### src/rtl/nac_axi_read_bridge_if.sv
// Request, forwarded-data and AXI4 read channel signals of the read bridge.
// master = bridge side, slave = requester / AXI slave / consumer side.
interface nac_axi_read_bridge_if;
    logic        req_valid;
    logic [31:0] req_addr;
    logic [7:0]  req_len;
    logic        req_grant;

    logic        rd_valid;
    logic [31:0] rd_data;

    logic [31:0] m_axi_araddr;
    logic [7:0]  m_axi_arlen;
    logic [2:0]  m_axi_arsize;
    logic [1:0]  m_axi_arburst;
    logic        m_axi_arvalid;
    logic        m_axi_arready;

    logic [31:0] m_axi_rdata;
    logic [1:0]  m_axi_rresp;
    logic        m_axi_rlast;
    logic        m_axi_rvalid;
    logic        m_axi_rready;

    modport master (
        input  req_valid, req_addr, req_len,
        output req_grant,
        output rd_valid, rd_data,
        output m_axi_araddr, m_axi_arlen, m_axi_arsize, m_axi_arburst, m_axi_arvalid,
        input  m_axi_arready,
        input  m_axi_rdata, m_axi_rresp, m_axi_rlast, m_axi_rvalid,
        output m_axi_rready
    );

    modport slave (
        output req_valid, req_addr, req_len,
        input  req_grant,
        input  rd_valid, rd_data,
        input  m_axi_araddr, m_axi_arlen, m_axi_arsize, m_axi_arburst, m_axi_arvalid,
        output m_axi_arready,
        output m_axi_rdata, m_axi_rresp, m_axi_rlast, m_axi_rvalid,
        input  m_axi_rready
    );
endinterface

### src/rtl/nac_axi_read_bridge.sv
// Turns single-cycle burst requests into AXI4 INCR reads and forwards R beats to a no-backpressure consumer.
// Latency: req -> arvalid 2 cycles, AR handshake -> grant 1 cycle, R beat -> rd_valid 1 cycle; rready always high.
module nac_axi_read_bridge #(
    parameter int unsigned MAX_OUTSTANDING = 4
) (
    input  logic                  clk,
    input  logic                  rst_n,
    input  logic                  flush,
    nac_axi_read_bridge_if.master bus,
    output logic                  busy,
    output logic                  err
);
    localparam logic [3:0] MAX_OUT = 4'(MAX_OUTSTANDING);

    logic        r_pend_vld;
    logic [31:0] r_pend_addr;
    logic [7:0]  r_pend_len;
    logic        r_arvalid;
    logic [31:0] r_araddr;
    logic [7:0]  r_arlen;
    logic        r_ar_drop;
    logic [3:0]  r_outstanding;
    logic [3:0]  r_discard;
    logic        r_grant;
    logic        r_rd_vld;
    logic [31:0] r_rd_data;
    logic        r_rready;
    logic        r_busy;
    logic        r_err;

    logic        w_ar_hs;
    logic        w_r_hs;
    logic        w_rlast_hs;
    logic        w_launch;
    logic        w_accept;
    logic        w_drop_err;
    logic        w_fwd;
    logic        w_pend_vld_nxt;
    logic        w_arvalid_nxt;
    logic [3:0]  w_out_nxt;
    logic [3:0]  w_disc_nxt;

    assign w_ar_hs    = r_arvalid & bus.m_axi_arready;
    assign w_r_hs     = bus.m_axi_rvalid & r_rready;
    assign w_rlast_hs = w_r_hs & bus.m_axi_rlast;
    assign w_launch   = r_pend_vld & ~r_arvalid & ~flush & (r_outstanding < MAX_OUT);
    assign w_accept   = bus.req_valid & ~flush & ~r_pend_vld & ~r_arvalid;
    assign w_drop_err = bus.req_valid & ~flush & (r_pend_vld | r_arvalid);
    assign w_fwd      = w_r_hs & ~flush & (r_discard == 4'd0);

    always_comb begin
        w_pend_vld_nxt = r_pend_vld;
        // flush also drops a request that has not yet reached the AR channel
        if (flush || w_launch) begin
            w_pend_vld_nxt = 1'b0;
        end else if (w_accept) begin
            w_pend_vld_nxt = 1'b1;
        end

        w_arvalid_nxt = w_launch | (r_arvalid & ~bus.m_axi_arready);

        w_out_nxt = r_outstanding;
        if (w_ar_hs && !w_rlast_hs) begin
            w_out_nxt = r_outstanding + 4'd1;
        end else if (!w_ar_hs && w_rlast_hs && (r_outstanding != 4'd0)) begin
            w_out_nxt = r_outstanding - 4'd1;
        end

        w_disc_nxt = r_discard;
        if (flush) begin
            w_disc_nxt = w_out_nxt;
        end else begin
            if (w_rlast_hs && (r_discard != 4'd0)) begin
                w_disc_nxt = w_disc_nxt - 4'd1;
            end
            // an AR that was stalled across a flush joins the discard set when it finally issues
            if (w_ar_hs && r_ar_drop) begin
                w_disc_nxt = w_disc_nxt + 4'd1;
            end
        end
    end

    always_ff @(posedge clk or negedge rst_n) begin
        if (!rst_n) begin
            r_pend_vld    <= 1'b0;
            r_pend_addr   <= 32'd0;
            r_pend_len    <= 8'd0;
            r_arvalid     <= 1'b0;
            r_araddr      <= 32'd0;
            r_arlen       <= 8'd0;
            r_ar_drop     <= 1'b0;
            r_outstanding <= 4'd0;
            r_discard     <= 4'd0;
            r_grant       <= 1'b0;
            r_rd_vld      <= 1'b0;
            r_rd_data     <= 32'd0;
            r_rready      <= 1'b0;
            r_busy        <= 1'b0;
            r_err         <= 1'b0;
        end else begin
            r_rready   <= 1'b1;
            r_pend_vld <= w_pend_vld_nxt;
            if (w_accept) begin
                r_pend_addr <= bus.req_addr;
                r_pend_len  <= bus.req_len;
            end
            r_arvalid <= w_arvalid_nxt;
            if (w_launch) begin
                r_araddr <= r_pend_addr;
                r_arlen  <= r_pend_len;
            end
            if (w_ar_hs) begin
                r_ar_drop <= 1'b0;
            end else if (flush && r_arvalid) begin
                r_ar_drop <= 1'b1;
            end
            r_grant       <= w_ar_hs;
            r_outstanding <= w_out_nxt;
            r_discard     <= w_disc_nxt;
            r_rd_vld      <= w_fwd;
            if (w_fwd) begin
                r_rd_data <= bus.m_axi_rdata;
            end
            r_busy <= w_pend_vld_nxt | w_arvalid_nxt | (w_out_nxt != 4'd0);
            if (w_drop_err || (w_r_hs && (bus.m_axi_rresp != 2'b00))) begin
                r_err <= 1'b1;
            end
        end
    end

    assign bus.req_grant     = r_grant;
    assign bus.rd_valid      = r_rd_vld;
    assign bus.rd_data       = r_rd_data;
    assign bus.m_axi_araddr  = r_araddr;
    assign bus.m_axi_arlen   = r_arlen;
    assign bus.m_axi_arsize  = 3'b010;
    assign bus.m_axi_arburst = 2'b01;
    assign bus.m_axi_arvalid = r_arvalid;
    assign bus.m_axi_rready  = r_rready;
    assign busy              = r_busy;
    assign err               = r_err;
endmodule

### src/flat_wrapper.sv
// flat-port wrapper written by rule: the top's interface ports become plain ports
module nac_axi_read_bridge_flat 
#(
    parameter int unsigned MAX_OUTSTANDING = 4
)
  (clk, rst_n, flush, busy, err, bus_req_valid, bus_req_addr, bus_req_len, bus_req_grant, bus_rd_valid, bus_rd_data, bus_m_axi_araddr, bus_m_axi_arlen, bus_m_axi_arsize, bus_m_axi_arburst, bus_m_axi_arvalid, bus_m_axi_arready, bus_m_axi_rdata, bus_m_axi_rresp, bus_m_axi_rlast, bus_m_axi_rvalid, bus_m_axi_rready);
  nac_axi_read_bridge_if bus_i ();
  input  logic clk;
  input  logic rst_n;
  input  logic flush;
  output logic busy;
  output logic err;
  input wire logic [$bits(bus_i.req_valid)-1:0] bus_req_valid;
  input wire logic [$bits(bus_i.req_addr)-1:0] bus_req_addr;
  input wire logic [$bits(bus_i.req_len)-1:0] bus_req_len;
  output wire logic [$bits(bus_i.req_grant)-1:0] bus_req_grant;
  output wire logic [$bits(bus_i.rd_valid)-1:0] bus_rd_valid;
  output wire logic [$bits(bus_i.rd_data)-1:0] bus_rd_data;
  output wire logic [$bits(bus_i.m_axi_araddr)-1:0] bus_m_axi_araddr;
  output wire logic [$bits(bus_i.m_axi_arlen)-1:0] bus_m_axi_arlen;
  output wire logic [$bits(bus_i.m_axi_arsize)-1:0] bus_m_axi_arsize;
  output wire logic [$bits(bus_i.m_axi_arburst)-1:0] bus_m_axi_arburst;
  output wire logic [$bits(bus_i.m_axi_arvalid)-1:0] bus_m_axi_arvalid;
  input wire logic [$bits(bus_i.m_axi_arready)-1:0] bus_m_axi_arready;
  input wire logic [$bits(bus_i.m_axi_rdata)-1:0] bus_m_axi_rdata;
  input wire logic [$bits(bus_i.m_axi_rresp)-1:0] bus_m_axi_rresp;
  input wire logic [$bits(bus_i.m_axi_rlast)-1:0] bus_m_axi_rlast;
  input wire logic [$bits(bus_i.m_axi_rvalid)-1:0] bus_m_axi_rvalid;
  output wire logic [$bits(bus_i.m_axi_rready)-1:0] bus_m_axi_rready;
  assign bus_i.req_valid = bus_req_valid;
  assign bus_i.req_addr = bus_req_addr;
  assign bus_i.req_len = bus_req_len;
  assign bus_req_grant = bus_i.req_grant;
  assign bus_rd_valid = bus_i.rd_valid;
  assign bus_rd_data = bus_i.rd_data;
  assign bus_m_axi_araddr = bus_i.m_axi_araddr;
  assign bus_m_axi_arlen = bus_i.m_axi_arlen;
  assign bus_m_axi_arsize = bus_i.m_axi_arsize;
  assign bus_m_axi_arburst = bus_i.m_axi_arburst;
  assign bus_m_axi_arvalid = bus_i.m_axi_arvalid;
  assign bus_i.m_axi_arready = bus_m_axi_arready;
  assign bus_i.m_axi_rdata = bus_m_axi_rdata;
  assign bus_i.m_axi_rresp = bus_m_axi_rresp;
  assign bus_i.m_axi_rlast = bus_m_axi_rlast;
  assign bus_i.m_axi_rvalid = bus_m_axi_rvalid;
  assign bus_m_axi_rready = bus_i.m_axi_rready;
  nac_axi_read_bridge #(.MAX_OUTSTANDING(MAX_OUTSTANDING)) u_core (.clk(clk), .rst_n(rst_n), .flush(flush), .bus(bus_i), .busy(busy), .err(err));
endmodule
### config.mk
export PLATFORM = sky130hd
export DESIGN_NAME = nac_axi_read_bridge_flat
export DESIGN_NICKNAME = d
export VERILOG_FILES = /design/src/rtl/nac_axi_read_bridge_if.sv /design/src/rtl/nac_axi_read_bridge.sv /design/src/flat_wrapper.sv
export SDC_FILE = /design/constraint.sdc
export NUM_CORES = 1
export LEC_CHECK = 0
export ABC_AREA = 1
export CORE_MARGIN = 2
export CORE_UTILIZATION = 50
export DETAILED_ROUTE_END_ITERATION = 16
export PLACE_DENSITY = 0.91
export SYNTH_ARGS = -nofsm -noshare
export SYNTH_HDL_FRONTEND = slang
export SYNTH_SLANG_ARGS = --single-unit
### constraint.sdc
create_clock -name clk -period 4.3 [get_ports clk]
set_input_delay 0.43 -clock clk [delete_from_list [all_inputs] [get_ports clk]]
set_output_delay 0.43 -clock clk [all_outputs]
set_load 0.02 [all_outputs]
# Word-level counts from Yosys, hierarchy flattened
# Cells that the tools add are included.
dict set report word_totals {
  output_inout_bits 83
  reg_bits 128
  word_cells 68
}
dict set report classes {
  n_reduce_logical 17
  n_mux 10
  bitwise 21
  n_lt_le_gt_ge 1
  add_sub_neg 4
}
# cell count
set op_table {}
lappend op_table {{two-way mux 4 bit} 6}
lappend op_table {{AND 1 bit} 13}
lappend op_table {{nonzero test 4 bit} 3}
lappend op_table {{adder 4 x 1 -> 4 bit (second input constant)} 2}
lappend op_table {{subtractor 4 x 1 -> 4 bit (second input constant)} 2}
lappend op_table {{logical AND 1 bit} 7}
lappend op_table {{logical NOT 4 bit} 1}
lappend op_table {{< comparator 4 x 3 -> 1 bit (second input constant)} 1}
lappend op_table {{two-way mux 1 bit} 4}
lappend op_table {{NOT 1 bit} 4}
lappend op_table {{bitwise OR 1 bit} 4}
lappend op_table {{nonzero test 2 bit} 2}
lappend op_table {{logical NOT 1 bit} 2}
lappend op_table {{logical OR 1 bit} 2}

# Depth between registers and ports, before layout
# Gate-level depths: netlist of the first run.
dict set report logic_depth {
  ltp_word 8
  ltp_mapped 11
  ltp_nobuf 11
}

# Worst setup path before layout of the first run
# OpenSTA, ideal clock, no wires.
dict set report synth_path {
  path_type {reg2reg}
  startpoint {register u_core.r_discard[0]}
  endpoint {register u_core.r_rd_data[10], in the netlist u_core.bus.rd_data[10]}
  synth_period_minus_slack_ns 1.470
  setup_time_ns 0.117
  arrival_time_ns 1.353
  n_path_buf 1
  path_stages_with_launch 9
  setup_slack_ns 2.830
  cell_sequence {dfrtp_1 > inv_1 > ha_1 > nand2_2 > nor3_4 > inv_2 > buf_2 > nand2_1 > nand2_1}
}
dict set report synth_between {
  elab_chain_len 2
}
# element line
set synth_lines {}
lappend synth_lines {{start, declared} nac_axi_read_bridge.sv:23} ;# logic [3:0] r_discard;
lappend synth_lines {{start signal, assigned} nac_axi_read_bridge.sv:119} ;# r_discard <= w_disc_nxt;
lappend synth_lines {{logical NOT 4 bit} nac_axi_read_bridge.sv:49} ;# assign w_fwd = w_r_hs & ~flush & (r_discard == 4'd0);
lappend synth_lines {{AND 1 bit} nac_axi_read_bridge.sv:49}
lappend synth_lines {{end signal, assigned} nac_axi_read_bridge.sv:122} ;# r_rd_data <= bus.m_axi_rdata;
lappend synth_lines {{end, declared} nac_axi_read_bridge.sv:26} ;# logic [31:0] r_rd_data;
# No other way between the ends.
# A chain may end at the register's enable or synchronous reset.

# Worst setup path after layout of the first run
dict set report layout_path {
  startpoint {input port flush}
  endpoint {register u_core.r_pend_addr[24]}
}
dict set report layout_between {
  elab_chain_len 4
}
# element line
set layout_lines {}
lappend layout_lines {{start, declared} flat_wrapper.sv:10} ;# input logic flush;
lappend layout_lines {{NOT 1 bit} nac_axi_read_bridge.sv:47} ;# assign w_accept = bus.req_valid & ~flush & ~r_pend_vld & ~r_arvalid;
lappend layout_lines {{AND 1 bit (3 in series)} nac_axi_read_bridge.sv:47}
lappend layout_lines {{end signal, assigned} nac_axi_read_bridge.sv:104} ;# r_pend_addr <= bus.req_addr;
lappend layout_lines {{end, declared} nac_axi_read_bridge.sv:16} ;# logic [31:0] r_pend_addr;
# No other way between the ends.

==> metrics.md, run 1 <==
| Metric | Value |
|---|---|
| Share of the synthesized area in the top cell type | 61.6% |
| Syn_area_per_cell | 9.10 um2 |
| Overflow after GRT | 0 |
| Commonest non-fill, non-tap cell in the layout | nand2_1 |
| H-tree depth | 4 |
| Top post-synthesis cells by area | dfrtp_1, nand2_1, o21ai_0 |
| Pwr Density | 739 nW/um2 |
| Seq/Total Area, Yosys | about three fifths |
| Fill count | ~700 |
| Yosys warning count | 0 |
| Root Buffer | clkbuf_8 |
| Die area | 11200 um2 |
| Kind of critical path | input port to flip-flop |
| Initial Util | 51.0% |
| Least-Margin Pin Slew | between 0.9 and 1 ns |
| Vias | around 4300 |
| Max-slew headroom | 37.5% |
| Clock Skew | 0.0115 ns |
| F_max | 445 MHz |
| Hold Crit Class | input port to flip-flop |
| DRT Pass-1 Iters | 4 |
| Row count | 37 |
| Required time worst endpoint | 4.66 ns |
| Status | finished, final reports clean |
| Yosys top cell by area | dfrtp_1 |
| Final net count | 813 |
| CTS Buf Count | 17 |
| Final ANT Viol Nets | 0 |
| Number of synthesized register bits | 128 |
| Critical-path maximum fanout | 43 |
| Distinct cells, synth | 30 |
| CP Launch Type | input port |
| Util after Layout | 73.1% |
| Worst skew pair latency | 0.49 ns |
| Most frequent cells in the layout | nand2_1, clkdlybuf4s50_1, dfrtp_1 |
| Min Tclk post-route | 2.24 ns |
| Vias in the first global route | 4372 |
| First-pass GRT wire length | a little over 20000 um |
| Fin crit share | 52.2% |
| RSZ-0062 raised after global routing | false |
| Final Setup Violations | 0 |
| Setup Buffers After CTS | 0 |
| Clock sink count | between 100 and 150 |
| Post-Synthesis Cell Area | approximately 5200 um2 |
| Leakage dissipation | 3.69 nW |
| TNS Setup | 0 ns |
| Vias per cell | 4.87 |
| Port bufs | about 160 |
| Final Hold Fails | 0 |
| Worst-path clk slew | 0.06 ns |
| CTS tree | yes |
| Post-CTS Resized | 0 |
| Crit. End Element | flip-flop |
| Iter 0 DRT Violations | 288 |
| Fraction of layout cells with a size suffix above 1 | 8.22% |
| # DRC | 0 |
| GP Congestion | 0.923 |
| Core area | 10200 um2 |
| Final Slew Violations | 0 |
| I/O Pins | 164 |
| Antenna Cells | 0 |
| Total Routed Length | 12500 um |
| P&R area growth vs syn | 43.3% |
| Max-cap violations | 0 |
| GRT Overall Usage | 23.0% |
| Maximum vdd drop | between 0.3 and 0.4 mV |
| Die W | 106 um |
| Cell count after synthesis | 571 |
| Die H | approximately 110 um |
| Initial antenna violation count | 0 |
| Drt wl/cell | between 10 and 15 um |
| CP arrival | roughly 2.6 ns |
| Largest net degree at the start of global routing | 83 |
| DP HPWL | 8720 um |
| Hold buffers post-CTS | 1 |
| Clock Tree Buf Depth | 2 |
-- final cells by class --
class / count / area (um2) / share of cell area (%)
Clock buffer: 19 / 442 / 5.93
Timing Repair Buffer: 163 / 1620 / 21.7
Tap cell: 136 / 170 / 2.28
Inverter: 63 / 239 / 3.21
Sequential cell: 128 / 3200 / 43.0
Multi-Input combinational cell: 356 / 1650 / 22.1
Clock inverter: 13 / 128 / 1.71
-- cells by family (layout without fill, tap and decap cells) --
family | Yosys count | in the layout | synth area share [%]
flip-flops | 128 | 128 | 61.6
XOR/XNOR | 2 | 2 | 0.626
AND/OR/NAND/NOR | 257 | 257 | 21.1
buffers and inverters | 91 | 258 | 7.25
adder cells (fa/ha/maj) | 3 | 3 | 0.722
AO/OA/AOI/OAI | 88 | 88 | 8.57
other | 2 | 6 | 0.144
-- routing by layer --
layer  vias to the layer above  routed length, um  GRT usage, %
met4                         0                183          7.14
met1                      2033               5150          28.6
met3                        18                637          5.21
met5                         -                  0             0
met2                       148               6540          40.2
li1                       2073                  -             -
-- final timing paths --
| kind | start | to | slack [ns] | cells past startpoint |
|---|---|---|---|---|
| min in group asynchronous | rst_n | u_core.bus.rd_data[13] | 0.50 | 2 |
| min | bus_m_axi_rdata[13] | u_core.bus.rd_data[13] | 0.47 | 3 |
| max in group asynchronous | rst_n | u_core.bus.m_axi_araddr[11] | 2.81 | 3 |
| min reg2reg | u_core.bus.rd_data[11] | u_core.bus.rd_data[11] | 0.47 | 2 |
| max reg2reg | u_core.r_outstanding[2] | u_core.busy | 2.11 | 7 |
| max | flush | u_core.r_pend_addr[24] | 2.06 | 6 |
-- sequential cells by signal, indices dropped and copies added (netlist names), 4 cells and up --
register,flops
u_core.bus.m_axi_araddr,32
u_core.bus.m_axi_arlen,8
u_core.bus.rd_data,32
u_core.r_discard,4
u_core.r_outstanding,4
u_core.r_pend_addr,32
u_core.r_pend_len,8
-- critical path: stages --
cell             delay, ns
clkdlybuf4s50_1       0.59
nor2_1                0.25
nand3_2               0.59
buf_4                 0.52
nor2_1                0.15
a21oi_1               0.07
-- power by group --
group / total [mW] / switching (mW) / internal (mW)
Clock: 1.35 / 0.543 / 0.809
Sequential: 2.04 / 0.294 / 1.75
Combinational: 2.11 / 1.18 / 0.928
Total: 5.50 / 2.02 / 3.48
-- cell usage after synthesis --
| cell type | number |
|---|---|
| nor2_2 | 1 |
| o21ai_2 | 1 |
| o21ai_1 | 1 |
| o22ai_1 | 1 |
| clkinv_1 | 1 |
| nor2_1 | 51 |
| dfrtp_1 | 128 |
| nand3b_1 | 2 |
| nand3_4 | 1 |
| nand4_1 | 3 |
| nor3_4 | 1 |
| a21oi_1 | 41 |
| xor2_2 | 2 |
| o21ai_0 | 44 |
| ha_1 | 3 |
| nand3_1 | 11 |
| nand2_1 | 173 |
| nand3_2 | 1 |
| nand4_2 | 1 |
| inv_4 | 1 |
| conb_1 | 2 |
| nand2_2 | 7 |
| nor2_8 | 1 |
| inv_2 | 3 |
| nand2_4 | 3 |
| nor3_1 | 1 |
| buf_4 | 5 |
| inv_1 | 58 |
| buf_2 | 11 |
| clkbuf_1 | 12 |
-- per-stage QoR --
| step | worst slack [ns] | cells | hold WS, ns | power [mW] | cell area, um2 |
|---|---|---|---|---|---|
| CTS | 2.07 | 878 | 0.454 | 5.54 | 7450 |
| global placement | 1.68 | 845 | 0.454 | 4.04 | 6870 |
| global route | 1.80 | 878 | 0.481 | 5.82 | 7450 |
| detailed placement | 1.60 | 845 | 0.458 | 4.15 | 6870 |
| finish | 2.06 | 878 | 0.471 | 5.50 | 7450 |
| floorplan | 2.83 | 575 | 0.134 | 3.13 | 5210 |
Note: power is estimated with default switching activity, not from simulation.
==> run 2, diff against run 1 <==
CORE_UTILIZATION = 46   (was 50)
PLACE_DENSITY = 0.85   (was 0.91)
clock period = 2.17 ns   (was 4.3 ns; I/O delays follow)
==> run 2 against run 1 <==
Total power grew 110%. Worst hold slack got worse by 0.12 ns. Highest routed layer unchanged. Wire length up 3.3%. Sequential cell count unchanged. First-iteration DRC count rose by 8.3%. Sequential share of layout area fell by 1.0 points. Sequential power up 98%. Largest power group unchanged. Utilization fell by 3.4 points.
==> metrics.md, run 2 (synthesized netlist as in run 1, its figures left out) <==
| Metric | Value |
|---|---|
| Leakage dissipation | 3.77 nW |
| Max-cap violations | 0 |
| Clock Skew | 0.00628 ns |
| Status | finished, final reports clean |
| Largest net degree at the start of global routing | 82 |
| Final net count | approximately 820 |
| Slowest CP cell | dfrtp_1 |
| Die area | approximately 12000 um2 |
| Cell mode on critical path | nand2_1 |
| H-tree depth | 4 |
| Clock Tree Buf Depth | 2 |
| Antenna Cells | 0 |
| DRT Pass-1 Iters | 4 |
| CP Launch Type | flip-flop |
| DP HPWL | 8800 um |
| Overflow after GRT | 0 |
| F_max | 523 MHz |
| Max-slew headroom | 60.1% |
| RR Endpoint | u_core.bus.rd_data[19] |
| DP Cell Count | 851 |
| TNS Setup | 0 ns |
| Maximum vdd drop | 0.771 mV |
| CTS tree | yes |
| Die H | approximately 110 um |
| Hold Crit Class | input port to asynchronous set/reset pin |
| CP arrival | 2.20 ns |
| Die W | 110 um |
| Clock sink count | 128 |
| Crit-path max cell delay | 0.40 ns |
| Fill count | 821 |
| CP Buf/Inv Count | 2 |
| Worst R2R Path Depth | 7 |
| Design Area, Final | 7620 um2 |
| # DRC | 0 |
| Fin crit share | between 80% and 90% |
| Area taken by multi-input logic gates | approximately 1600 um2 |
| Row count | 38 |
| Pwr Density | 1510 nW/um2 |
| Total Routed Length | 12900 um |
| First-pass GRT wire length | 20800 um |
| Util after Layout | 69.7% |
| Reg-to-reg critical path startpoint | u_core.r_discard[0] |
| Storage element area | between 3000 and 4000 um2 |
| Vias in the first global route | 4346 |
| Required time worst endpoint | between 2 and 2.5 ns |
| Kind of critical path | flip-flop to flip-flop |
| Final Setup Violations | 0 |
| RSZ-0062 raised after global routing | false |
| CTS Buf Count | 17 |
| Drt wl/cell | 14.6 um |
| CP delay by family, top | simple AND/OR/NAND/NOR gates |
| P&R area growth vs syn | 46.7% |
| GP Congestion | 0.892 |
| Least-Margin Pin Slew | 0.599 ns |
| Worst-path clk slew | 0.06 ns |
| Core area | between 10000 and 15000 um2 |
| Final ANT Viol Nets | 0 |
| Min Tclk post-route | 1.91 ns |
| GRT Overall Usage | 22.1% |
| Crit. End Element | flip-flop |
| Iter 0 DRT Violations | 312 |
| Fraction of layout cells with a size suffix above 1 | 8.33% |
| Most frequent cells in the layout | nand2_1, clkdlybuf4s50_1, dfrtp_1 |
| Vias | 4320 |
| Vias per cell | 4.89 |
| Placed cell area | 6930 um2 |
| Worst reg2reg setup slack | 0.26 ns |
| Root Buffer | clkbuf_16 |
| Worst skew pair latency | 0.40 ns |
| Final Hold Fails | 0 |
| Cells along the critical path | inv_1, ha_1, nand2_2, nor3_4, inv_2, nand2_1, nand2_1 |
| Layout Cells excl Fill | 884 |
| Final Slew Violations | 0 |
| Post-CTS Resized | 0 |
| I/O Pins | roughly 160 |
| Commonest non-fill, non-tap cell in the layout | nand2_1 |
| Initial Util | 47.5% |
| Port bufs | approximately 160 |
| Critical-path maximum fanout | 32 |
| Initial antenna violation count | 0 |
[run 2: cell types whose count changed in the layout (fill, tap and decap cells not counted), moves of 2 or more]
cell	change
buf_12	+3
clkinv_4	-2
bufinv_16	+5
clkinvlp_4	-2
inv_6	-4
[run 2: how the worst max path moves through the flow]
stage,start,end,slack [ns],cells after the start
detailed placement,flush,u_core.bus.rd_data[14],0.30,5
global route,u_core.r_discard[0],u_core.bus.rd_data[19],0.18,7
global placement,bus_m_axi_rvalid,u_core.busy,0.39,10
floorplan,u_core.r_discard[0],u_core.bus.rd_data[10],0.70,8
CTS,u_core.r_discard[0],u_core.bus.rd_data[19],0.29,7
finish,u_core.r_discard[0],u_core.bus.rd_data[19],0.26,7
[run 2: worst reg2reg max path: stages (launching register included)]
cell	delay, ns
dfrtp_1	0.40
inv_1	0.15
ha_1	0.22
nand2_2	0.15
nor3_4	0.33
inv_2	0.31
nand2_1	0.16
nand2_1	0.08
[run 2: report_power, final]
part | switching, mW | internal, mW | leakage [nW]
clock | 0.995 | 2.27 | 0.340
combinational | 2.38 | 1.86 | 1.91
sequential | 0.572 | 3.46 | 1.53
[run 2: per-stage QoR]
step                      power, mW  setup WS (ns)  hold WS (ns)
final                          11.5          0.259         0.356
after global placement         8.06          0.390         0.255
after detailed placement       8.27          0.296         0.264
after floorplan                6.21          0.700       -0.0786
after global routing           12.2          0.178         0.346
after CTS                      11.6          0.289         0.340
[run 2: what timing repair did]
item                                    CTS  global route
endpoints found under the setup margin    0             0
hold buffers                              1             0
setup buffers                             0             0
hold endpoints to repair                 44             0
[run 2: cell type report]
cell class	instances	area share (%)
clock buffer	22	6.35
clock inverter	10	2.68
inverter	63	3.13
multi-input combinational	356	21.6
sequential	128	42.0
tap	140	2.30
timing repair buffer	165	21.9
[run 2: layer usage]
layer	vias up	global-route usage [%]	part of all wire, %	wire (um)
met5	-	0	0	0
met4	0	7.41	1.9	249
met3	22	6.35	7.1	924
met2	149	37.7	50	6520
met1	2075	27.1	40	5230
li1	2074	-	-	-
==> run 3, diff against run 2 <==
PLACE_DENSITY = 0.79   (was 0.85)
SETUP_SLACK_MARGIN = 0.02   (was default)
==> run 3 against run 2 <==
Total power decreased by 5.1%. Design area is 1.4% lower. Register-to-register slack better by 0.05 ns. Utilization is 0.98 points lower. Final cell count is 0.11% lower. Clock power shrank 17%. Die area unchanged. Sequential cell count did not move. Combinational power down 0.9%. Critical path type unchanged. Largest power group unchanged.
==> metrics.md, run 3 (synthesized netlist as in run 1, its figures left out) <==
| Metric | Value |
|---|---|
| Die H | 110 um |
| Clock power share | 24.9% |
| P&R area growth vs syn | 44.6% |
| CTS tree | yes |
| Die area | 12200 um2 |
| Leakage dissipation | 3.71 nW |
| H-tree depth | 4 |
| Final net count | 814 |
| Final Setup Violations | 0 |
| Overflow after GRT | 0 |
| Hold Path Sink | u_core.bus.rd_data[0] |
| Design Power | 11.0 mW |
| TNS Setup | 0 ns |
| Crit-path max cell delay | between 0.3 and 0.4 ns |
| Reg power frac | 36.7% |
| # DRC | 0 |
| GP Congestion | 0.828 |
| Drt wl/cell | 14.0 um |
| Internal power | 7.06 mW |
| Antenna Cells | 0 |
| Storage element area | between 3000 and 4000 um2 |
| Fin crit share | between 80% and 90% |
| RR Endpoint | u_core.bus.rd_data[17] |
| CP delay by family, top | simple AND/OR/NAND/NOR gates |
| Final ANT Viol Nets | 0 |
| Most frequent cells in the layout | nand2_1, clkdlybuf4s50_1, dfrtp_1 |
| Sw Ratio | 35.5% |
| Post-CTS Resized | 0 |
| Status | finished, final reports clean |
| Initial antenna violation count | 0 |
| RSZ-0062 raised after global routing | false |
| Clock Tree Buf Depth | 2 |
| Clock Skew | just under 0.007 ns |
| Worst R2R Path Depth | 7 |
| Die W | 110 um |
| Critical-path maximum fanout | 32 |
| Clock sink count | approximately 130 |
| DP HPWL | 8390 um |
| Least-Margin Pin Slew | ~0.61 ns |
| Initial Util | 47.5% |
| Combinational Power Share | 38.4% |
| Reg-to-reg critical path startpoint | u_core.r_discard[0] |
| Required time worst endpoint | 2.45 ns |
| Final Slew Violations | 0 |
| Hold buffers post-CTS | 1 |
| Iter 0 DRT Violations | ~280 |
| Max-slew headroom | 59.3% |
| Vias per cell | between 4 and 5 |
| DRT Pass-1 Iters | 6 |
| Min-delay src | bus_m_axi_rdata[0] |
| I/O Pins | 164 |
| Core area | 10900 um2 |
| Fill count | 865 |
| Crit. End Element | flip-flop |
| Kind of critical path | flip-flop to flip-flop |
| CP arrival | 2.14 ns |
| Vias | 4231 |
| Crit path depth | 7 |
| Max-cap violations | 0 |
| Commonest non-fill, non-tap cell in the layout | nand2_1 |
| Root Buffer | clkbuf_16 |
| Net Sw Power | 3.89 mW |
| Largest net degree at the start of global routing | 82 |
| Min Tclk post-route | 1.86 ns |
| CP Buf/Inv Count | 2 |
| CTS Buf Count | 17 |
| Port bufs | 158 |
| Total Routed Length | ~12000 um |
| Maximum vdd drop | 0.809 mV |
| Slowest CP cell | dfrtp_1 |
| CP Launch Type | flip-flop |
| Row count | 38 |
| Fraction of layout cells with a size suffix above 1 | 7.94% |
| Worst skew pair latency | 0.40 ns |
| Worst-path clk slew | 0.05 ns |
| Cells along the critical path | inv_1, ha_1, nand2_2, nor3_4, inv_2, nand2_1, nand2_1 |
| Final Hold Fails | 0 |
| Cell mode on critical path | nand2_1 |
| Worst reg2reg setup slack | 0.31 ns |
| F_max | 539 MHz |
| GRT Overall Usage | 20.7% |
| Vias in the first global route | 4135 |
| Hold Crit Class | input port to flip-flop |
| First-pass GRT wire length | 19300 um |
| Setup Buffers After CTS | 0 |
| Hold Path Depth | 3 |
| Pwr Density | approximately 1500 nW/um2 |
| Area taken by multi-input logic gates | 1650 um2 |
## run 3: worst min-delay path, delay by kind of cell
family | cells | cell delay, ns
buf+inv | 1 | 0.39
simple gates | 2 | 0.10
## run 3: area by class of cell
| type | count | share of cell area (%) |
|---|---|---|
| Sequential cell | 128 | 42.6 |
| Timing Repair Buffer | 164 | 22.3 |
| Multi-Input combinational cell | 356 | 21.9 |
| Clock buffer | 22 | 6.18 |
| Inverter | 63 | 3.18 |
| Tap cell | 140 | 2.33 |
| Clock inverter | 10 | 1.48 |
## run 3: per-stage QoR
step                utilization (%)  setup WS, ns  instances  hold WS, ns  instance area, um2
detailed placement             63.4         0.307        850        0.271                6930
finish                         68.7         0.313        883        0.355                7520
global route                   68.7         0.112        883        0.346                7520
CTS                            68.7         0.323        883        0.336                7520
global placement               63.4         0.341        850        0.260                6930
floorplan                         -         0.700        575      -0.0786                5210
## run 3: worst max path at each step
stage	slack [ns]	startpoint	end
final	0.31	u_core.r_discard[0]	u_core.bus.rd_data[17]
after global routing	0.11	u_core.r_discard[0]	u_core.bus.rd_data[1]
after CTS	0.32	u_core.r_discard[0]	u_core.bus.rd_data[17]
after detailed placement	0.31	bus_m_axi_rvalid	u_core.bus.rd_data[13]
after global placement	0.34	flush	u_core.bus.rd_data[25]
after floorplan	0.70	u_core.r_discard[0]	u_core.bus.rd_data[10]
## run 3: power by group through the flow
stage | clock network (mW) | registers, mW | logic (mW)
global placement | 0 | 4.00 | 4.06
detailed placement | 0 | 4.03 | 4.20
floorplan | 0 | 4.76 | 1.45
finish | 2.73 | 4.02 | 4.20
CTS | 2.78 | 4.02 | 4.24
global route | 2.91 | 4.14 | 4.61
## run 3: per-layer routing
layer / global-route usage (%) / wire length [um] / share of wire, % / up-vias
met2: 33.5 / 5900 / 48 / 159
met3: 7.29 / 1130 / 9.1 / 16
met5: 0 / 0 / 0 / -
li1: - / - / - / 2065
met1: 26.0 / 5190 / 42 / 1991
met4: 7.41 / 145 / 1.2 / 0
